==> src/rtl/serial_adder_pkg.sv <==
// Shared types for the digit-serial adder/subtractor core.
// FSM state encoding and add/sub operation codes.
package serial_adder_pkg;

  typedef enum logic [1:0] {
    IDLE = 2'd0,
    RUN  = 2'd1,
    DONE = 2'd2
  } state_t;

  localparam logic OP_ADD = 1'b0;
  localparam logic OP_SUB = 1'b1;

endpackage

==> src/rtl/serial_adder_core_fa_slice.sv <==
// Combinational DIGIT-bit ripple adder used once per RUN cycle.
// c_msb_in is the carry entering the top bit, used for signed overflow.
module fa_slice #(
  parameter int DIGIT = 4
) (
  input  logic [DIGIT-1:0] x,
  input  logic [DIGIT-1:0] y,
  input  logic             ci,
  output logic [DIGIT-1:0] s,
  output logic             co,
  output logic             c_msb_in
);

  logic c;

  always_comb begin
    c        = ci;
    c_msb_in = ci;
    s        = '0;
    for (int i = 0; i < DIGIT; i++) begin
      if (i == DIGIT - 1) c_msb_in = c;
      s[i] = x[i] ^ y[i] ^ c;
      c    = (x[i] & y[i]) | (c & (x[i] ^ y[i]));
    end
    co = c;
  end

endmodule

==> src/rtl/serial_adder_core.sv <==
// Digit-serial add/subtract core, DIGIT bits per cycle, valid/ready both sides.
// Define SERIAL_ADDER_OVF_EN to build the signed overflow flag.
module serial_adder_core
  import serial_adder_pkg::*;
#(
  parameter int WIDTH = 16,
  parameter int DIGIT = 4
) (
  input  logic             clk,
  input  logic             rst,
  input  logic             in_valid,
  output logic             in_ready,
  input  logic [WIDTH-1:0] a,
  input  logic [WIDTH-1:0] b,
  input  logic             cin,
  input  logic             sub,
  output logic             out_valid,
  input  logic             out_ready,
  output logic [WIDTH-1:0] sum,
  output logic             cout,
  output logic             ovf
);

  localparam int NDIG = WIDTH / DIGIT;
  localparam int CW   = (NDIG > 1) ? $clog2(NDIG) : 1;

  generate
    if ((DIGIT < 1) || (WIDTH % DIGIT != 0)) begin : g_bad_cfg
      $error("serial_adder_core: WIDTH must be a multiple of DIGIT");
    end
  endgenerate

  state_t           state_q, state_d;
  logic [WIDTH-1:0] a_q, a_d;
  logic [WIDTH-1:0] b_q, b_d;
  logic [WIDTH-1:0] sum_q, sum_d;
  logic [CW-1:0]    cnt_q, cnt_d;
  logic             carry_q, carry_d;
  logic             sub_q, sub_d;
  logic             cout_q, cout_d;

  logic [DIGIT-1:0] s_dig;
  logic             co;
  logic             c_msb;
  logic             last;

  fa_slice #(.DIGIT(DIGIT)) u_fa (
    .x        (a_q[DIGIT-1:0]),
    .y        (b_q[DIGIT-1:0]),
    .ci       (carry_q),
    .s        (s_dig),
    .co       (co),
    .c_msb_in (c_msb)
  );

  assign last      = (cnt_q == CW'(NDIG - 1));
  assign in_ready  = (state_q == IDLE);
  assign out_valid = (state_q == DONE);
  assign sum       = sum_q;
  assign cout      = cout_q;

  always_comb begin
    state_d = state_q;
    unique case (state_q)
      IDLE:    if (in_valid)  state_d = RUN;
      RUN:     if (last)      state_d = DONE;
      DONE:    if (out_ready) state_d = IDLE;
      default: state_d = IDLE;
    endcase
  end

  // Subtract runs as a + ~b + ~cin, so the final carry is an inverted borrow.
  always_comb begin
    a_d     = a_q;
    b_d     = b_q;
    sum_d   = sum_q;
    cnt_d   = cnt_q;
    carry_d = carry_q;
    sub_d   = sub_q;
    cout_d  = cout_q;
    if (state_q == IDLE && in_valid) begin
      a_d     = a;
      b_d     = (sub == OP_ADD) ? b : ~b;
      carry_d = (sub == OP_ADD) ? cin : ~cin;
      sub_d   = sub;
      cnt_d   = '0;
    end else if (state_q == RUN) begin
      a_d     = a_q >> DIGIT;
      b_d     = b_q >> DIGIT;
      sum_d   = (sum_q >> DIGIT) | (WIDTH'(s_dig) << (WIDTH - DIGIT));
      carry_d = co;
      cnt_d   = cnt_q + CW'(1);
      if (last) cout_d = co ^ (sub_q == OP_SUB);
    end
  end

  always_ff @(posedge clk) begin
    if (rst) begin
      state_q <= IDLE;
      a_q     <= '0;
      b_q     <= '0;
      sum_q   <= '0;
      cnt_q   <= '0;
      carry_q <= 1'b0;
      sub_q   <= 1'b0;
      cout_q  <= 1'b0;
    end else begin
      state_q <= state_d;
      a_q     <= a_d;
      b_q     <= b_d;
      sum_q   <= sum_d;
      cnt_q   <= cnt_d;
      carry_q <= carry_d;
      sub_q   <= sub_d;
      cout_q  <= cout_d;
    end
  end

`ifdef SERIAL_ADDER_OVF_EN
  logic ovf_q;

  always_ff @(posedge clk) begin
    if (rst)                        ovf_q <= 1'b0;
    else if (state_q == RUN && last) ovf_q <= c_msb ^ co;
  end

  assign ovf = ovf_q;
`else
  logic ovf_unused;

  assign ovf_unused = c_msb;
  assign ovf        = 1'b0;
`endif

endmodule

==> config.mk <==
export PLATFORM = sky130hd
export DESIGN_NAME = serial_adder_core
export DESIGN_NICKNAME = d
export VERILOG_FILES = /design/src/rtl/serial_adder_pkg.sv /design/src/rtl/serial_adder_core_fa_slice.sv /design/src/rtl/serial_adder_core.sv
export SDC_FILE = /design/constraint.sdc
export NUM_CORES = 1
export LEC_CHECK = 0
export ABC_AREA = 1
export BUFFER_PORTS_ARGS = -buffer_cell sky130_fd_sc_hd__buf_2
export CORE_AREA = 2 2 97 61
export DETAILED_ROUTE_END_ITERATION = 10
export DIE_AREA = 0 0 99 63
export GPL_TIMING_DRIVEN = 1
export HOLD_SLACK_MARGIN = 0.08
export PLACE_DENSITY_LB_ADDON = 0.25
export REMOVE_ABC_BUFFERS = 1
export SYNTH_ARGS = -nofsm -noshare
export SYNTH_HDL_FRONTEND = slang
export SYNTH_SLANG_ARGS = --single-unit
==> constraint.sdc <==
create_clock -name clk -period 2.2 [get_ports clk]
set_input_delay 0.22 -clock clk [delete_from_list [all_inputs] [get_ports clk]]
set_output_delay 0.22 -clock clk [all_outputs]
set_load 0.01 [all_outputs]
==> results.sh <==
export IMPL_status="finished clean"
export IMPL_drtPass1Iterations=4
export IMPL_dp_cells=496
export IMPL_post_cts_buffers=0
export IMPL_rsz0062_at_grt="false"
export IMPL_antenna_found_initial=0
export IMPL_dp_hpwl_um=3680
export IMPL_io_pins=58
export IMPL_slew_viol_final=0
export IMPL_yosysWarnings=0
export IMPL_drc=0
export IMPL_coreArea_mm2=0.00539
export IMPL_fillers=585
export IMPL_wirelength_um=5470
export IMPL_tightestPinTransition_ns=0.885
export IMPL_drt_initial_drc_count=131
export IMPL_required_ns=2.46
export IMPL_vdd_drop_max_uv=344
export IMPL_n_antenna_cell=0
export IMPL_port_buffers=56
export IMPL_avgSynthCellArea_um2=6.71
export IMPL_ys_seq_area_frac=0.423
export IMPL_cp_max_fo=2
export IMPL_crit_path_end="sum[15]"
export IMPL_grt_max_degree=34
export IMPL_finalSetupViolations=0
export IMPL_cts_resized=0
export IMPL_row_count=21
export IMPL_initial_core_util=0.484
export IMPL_synth_seq_cells=55
export IMPL_grt_pass1_vias=2121
export IMPL_synth_area_mm2=0.00260
export IMPL_routedWlPerCell_um=10.9
export IMPL_grt_pass1_wl_um=9280
export IMPL_htree_num_levels=2
export IMPL_die_h_um=63
export IMPL_netlist_instances=388
export IMPL_end_kind="register"
export IMPL_reg2reg_slack_ns=0.16
export IMPL_critPathLaunchType="register"
export IMPL_r2r_start="a_q[0]"
export IMPL_cellLeakagePower_nw=1.55
export IMPL_fp_dieW_um=99
export IMPL_drt_antenna_violating_nets=0
export IMPL_cts_max_path_buffers=2
export IMPL_relSlewSlack=0.410
export IMPL_fin_area_mm2=0.00301
export IMPL_hold_viol=0
export IMPL_fmax_ghz=0.490
export IMPL_crit_arrival_ns=2.30
export IMPL_fin_total_pwr_mw=2.05
export IMPL_maxCapViolCount=0
export IMPL_fin_skew_ns=0.0204
export IMPL_drive_above_1_share=0.168
export IMPL_critical_path_class="register to register"
export IMPL_reg2reg_depth=8
export IMPL_root_buffer="clkbuf_8"
export IMPL_ys_types=23
export IMPL_stdcell_count=504
export IMPL_cp_startpoint="a_q[0]"
export IMPL_finalCritPeriodShare=0.928
export IMPL_cts_hold_buffers=0
export IMPL_clk_pin_slew_ns=0.11
export IMPL_final_nets=477
export IMPL_cts_buffers=5
export IMPL_holdWs_ns=0.151
export IMPL_track_usage=0.181
export IMPL_clock_sinks=55
export IMPL_placed_area_mm2=0.00292
export IMPL_clock_latency_ns=0.32
export IMPL_worstHoldPathType="primary input to register"
export IMPL_reg2reg_to="sum[15]"
export IMPL_dieArea_mm2=0.00624
export IMPL_grt_overflow_total=0
export IMPL_post_route_min_period_ns=2.04
export IMPL_gp_congestion=0.803
export IMPL_via_per_inst=4.73
export IMPL_via_count=2383
export IMPL_area_growth_pct=15.4
export IMPL_setup_tns_final_ns=0
export IMPL_power_density_mw_per_mm2=682
export IMPL_cts_tree="done"
-- cells in the mapped netlist --
| cell | count | area [µm²] |
|---|---|---|
| nor2_1 | 35 | 131 |
| nand3b_1 | 7 | 52.6 |
| clkbuf_2 | 1 | 5.00 |
| nor3_1 | 1 | 5.00 |
| conb_1 | 1 | 3.75 |
| nor2_4 | 1 | 11.3 |
| ha_1 | 1 | 12.5 |
| inv_2 | 2 | 7.51 |
| fa_1 | 4 | 80.1 |
| a31oi_1 | 5 | 31.3 |
| xor2_1 | 6 | 52.6 |
| buf_4 | 2 | 15.0 |
| buf_2 | 12 | 60.1 |
| dfxtp_1 | 55 | 1100 |
| nand3_1 | 17 | 85.1 |
| inv_1 | 37 | 139 |
| o21ai_2 | 1 | 8.76 |
| o21ai_0 | 18 | 90.1 |
| clkbuf_1 | 5 | 18.8 |
| buf_1 | 2 | 7.51 |
| a21oi_1 | 21 | 105 |
| nand2_1 | 153 | 574 |
| o21a_1 | 1 | 7.51 |
-- through the flow --
step                      utilization  setup WS, ns
after global placement          0.541         0.215
after floorplan                     -         0.256
after CTS                       0.558         0.143
after detailed placement        0.541         0.159
after global routing            0.558       0.00557
final                           0.558         0.158
-- power by group --
part / total, mW / internal, mW / switching [mW]
sequential: 1.11 / 1.07 / 0.0444
clock: 0.571 / 0.229 / 0.342
combinational: 0.365 / 0.145 / 0.221
total: 2.05 / 1.44 / 0.607
-- registers in the layout, indices dropped and copies added, names as in the netlist --
signal / cells
a_q: 16
b_q: 16
sum: 16
cnt_q: 2
state_q: 2
carry_q: 1
cout: 1
sub_q: 1
-- worst max-delay path, cell delays in order, from the launching register on --
cell and delay, ns:
dfxtp_1 0.34, fa_1 0.42, inv_1 0.08, fa_1 0.16, inv_1 0.05, fa_1 0.35, inv_1 0.07, fa_1 0.40
a21oi_1 0.12
-- cells in the final DEF, fill, tap and decap left out --
cell / count
nand2_1: 153
buf_2: 56
dfxtp_1: 55
inv_1: 37
nor2_1: 35
a21oi_1: 21
o21ai_0: 18
nand3_1: 17
nand3b_1: 7
xor2_1: 6
a31oi_1: 5
clkbuf_8: 5
fa_1: 4
buf_4: 4
inv_2: 2
nor2_4: 1
o21ai_2: 1
nor3_1: 1
o21a_1: 1
ha_1: 1
conb_1: 1
inv_6: 1
clkinv_4: 1
clkinv_2: 1
buf_12: 1
-- final cells by class --
| cell class | instances | area (µm²) | share of cell area |
|---|---|---|---|
| well taps | 69 | 86.3 | 0.0287 |
| multi-input cells | 272 | 1250 | 0.416 |
| clock buffers | 5 | 68.8 | 0.0229 |
| clock inverters | 3 | 22.5 | 0.00749 |
| flip-flops and latches | 55 | 1100 | 0.366 |
| repair buffers | 61 | 330 | 0.110 |
| inverters | 39 | 146 | 0.0487 |
-- worst min-delay path by stage --
stage / end / depth (start not counted) / startpoint
floorplan: a_q[10] / 1 / rst
global placement: a_q[9] / 2 / a_q[9]
detailed placement: a_q[13] / 2 / a_q[13]
CTS: a_q[14] / 3 / a[14]
global route: a_q[13] / 3 / a[13]
finish: a_q[14] / 3 / a[14]
-- cells by family (layout without fill, tap and decap cells) --
logic type / Yosys count / after routing / share of synthesized area
other: 1 / 1 / 0.00144
XOR/XNOR: 6 / 6 / 0.0202
buffers and inverters: 61 / 108 / 0.0970
flip-flops: 55 / 55 / 0.423
AO/OA/AOI/OAI: 46 / 46 / 0.0932
AND/OR/NAND/NOR: 214 / 214 / 0.330
adder cells (fa/ha/maj): 5 / 5 / 0.0355
-- metal layers --
| layer | track usage | up-vias | part of all wire |
|---|---|---|---|
| met4 | 0.0360 | 0 | 0.0038 |
| met3 | 0.0425 | 4 | 0.056 |
| li1 | - | 1280 | - |
| met1 | 0.246 | 1039 | 0.52 |
| met2 | 0.295 | 60 | 0.42 |
| met5 | 0 | - | 0 |
(Power assumes the default switching activity.)
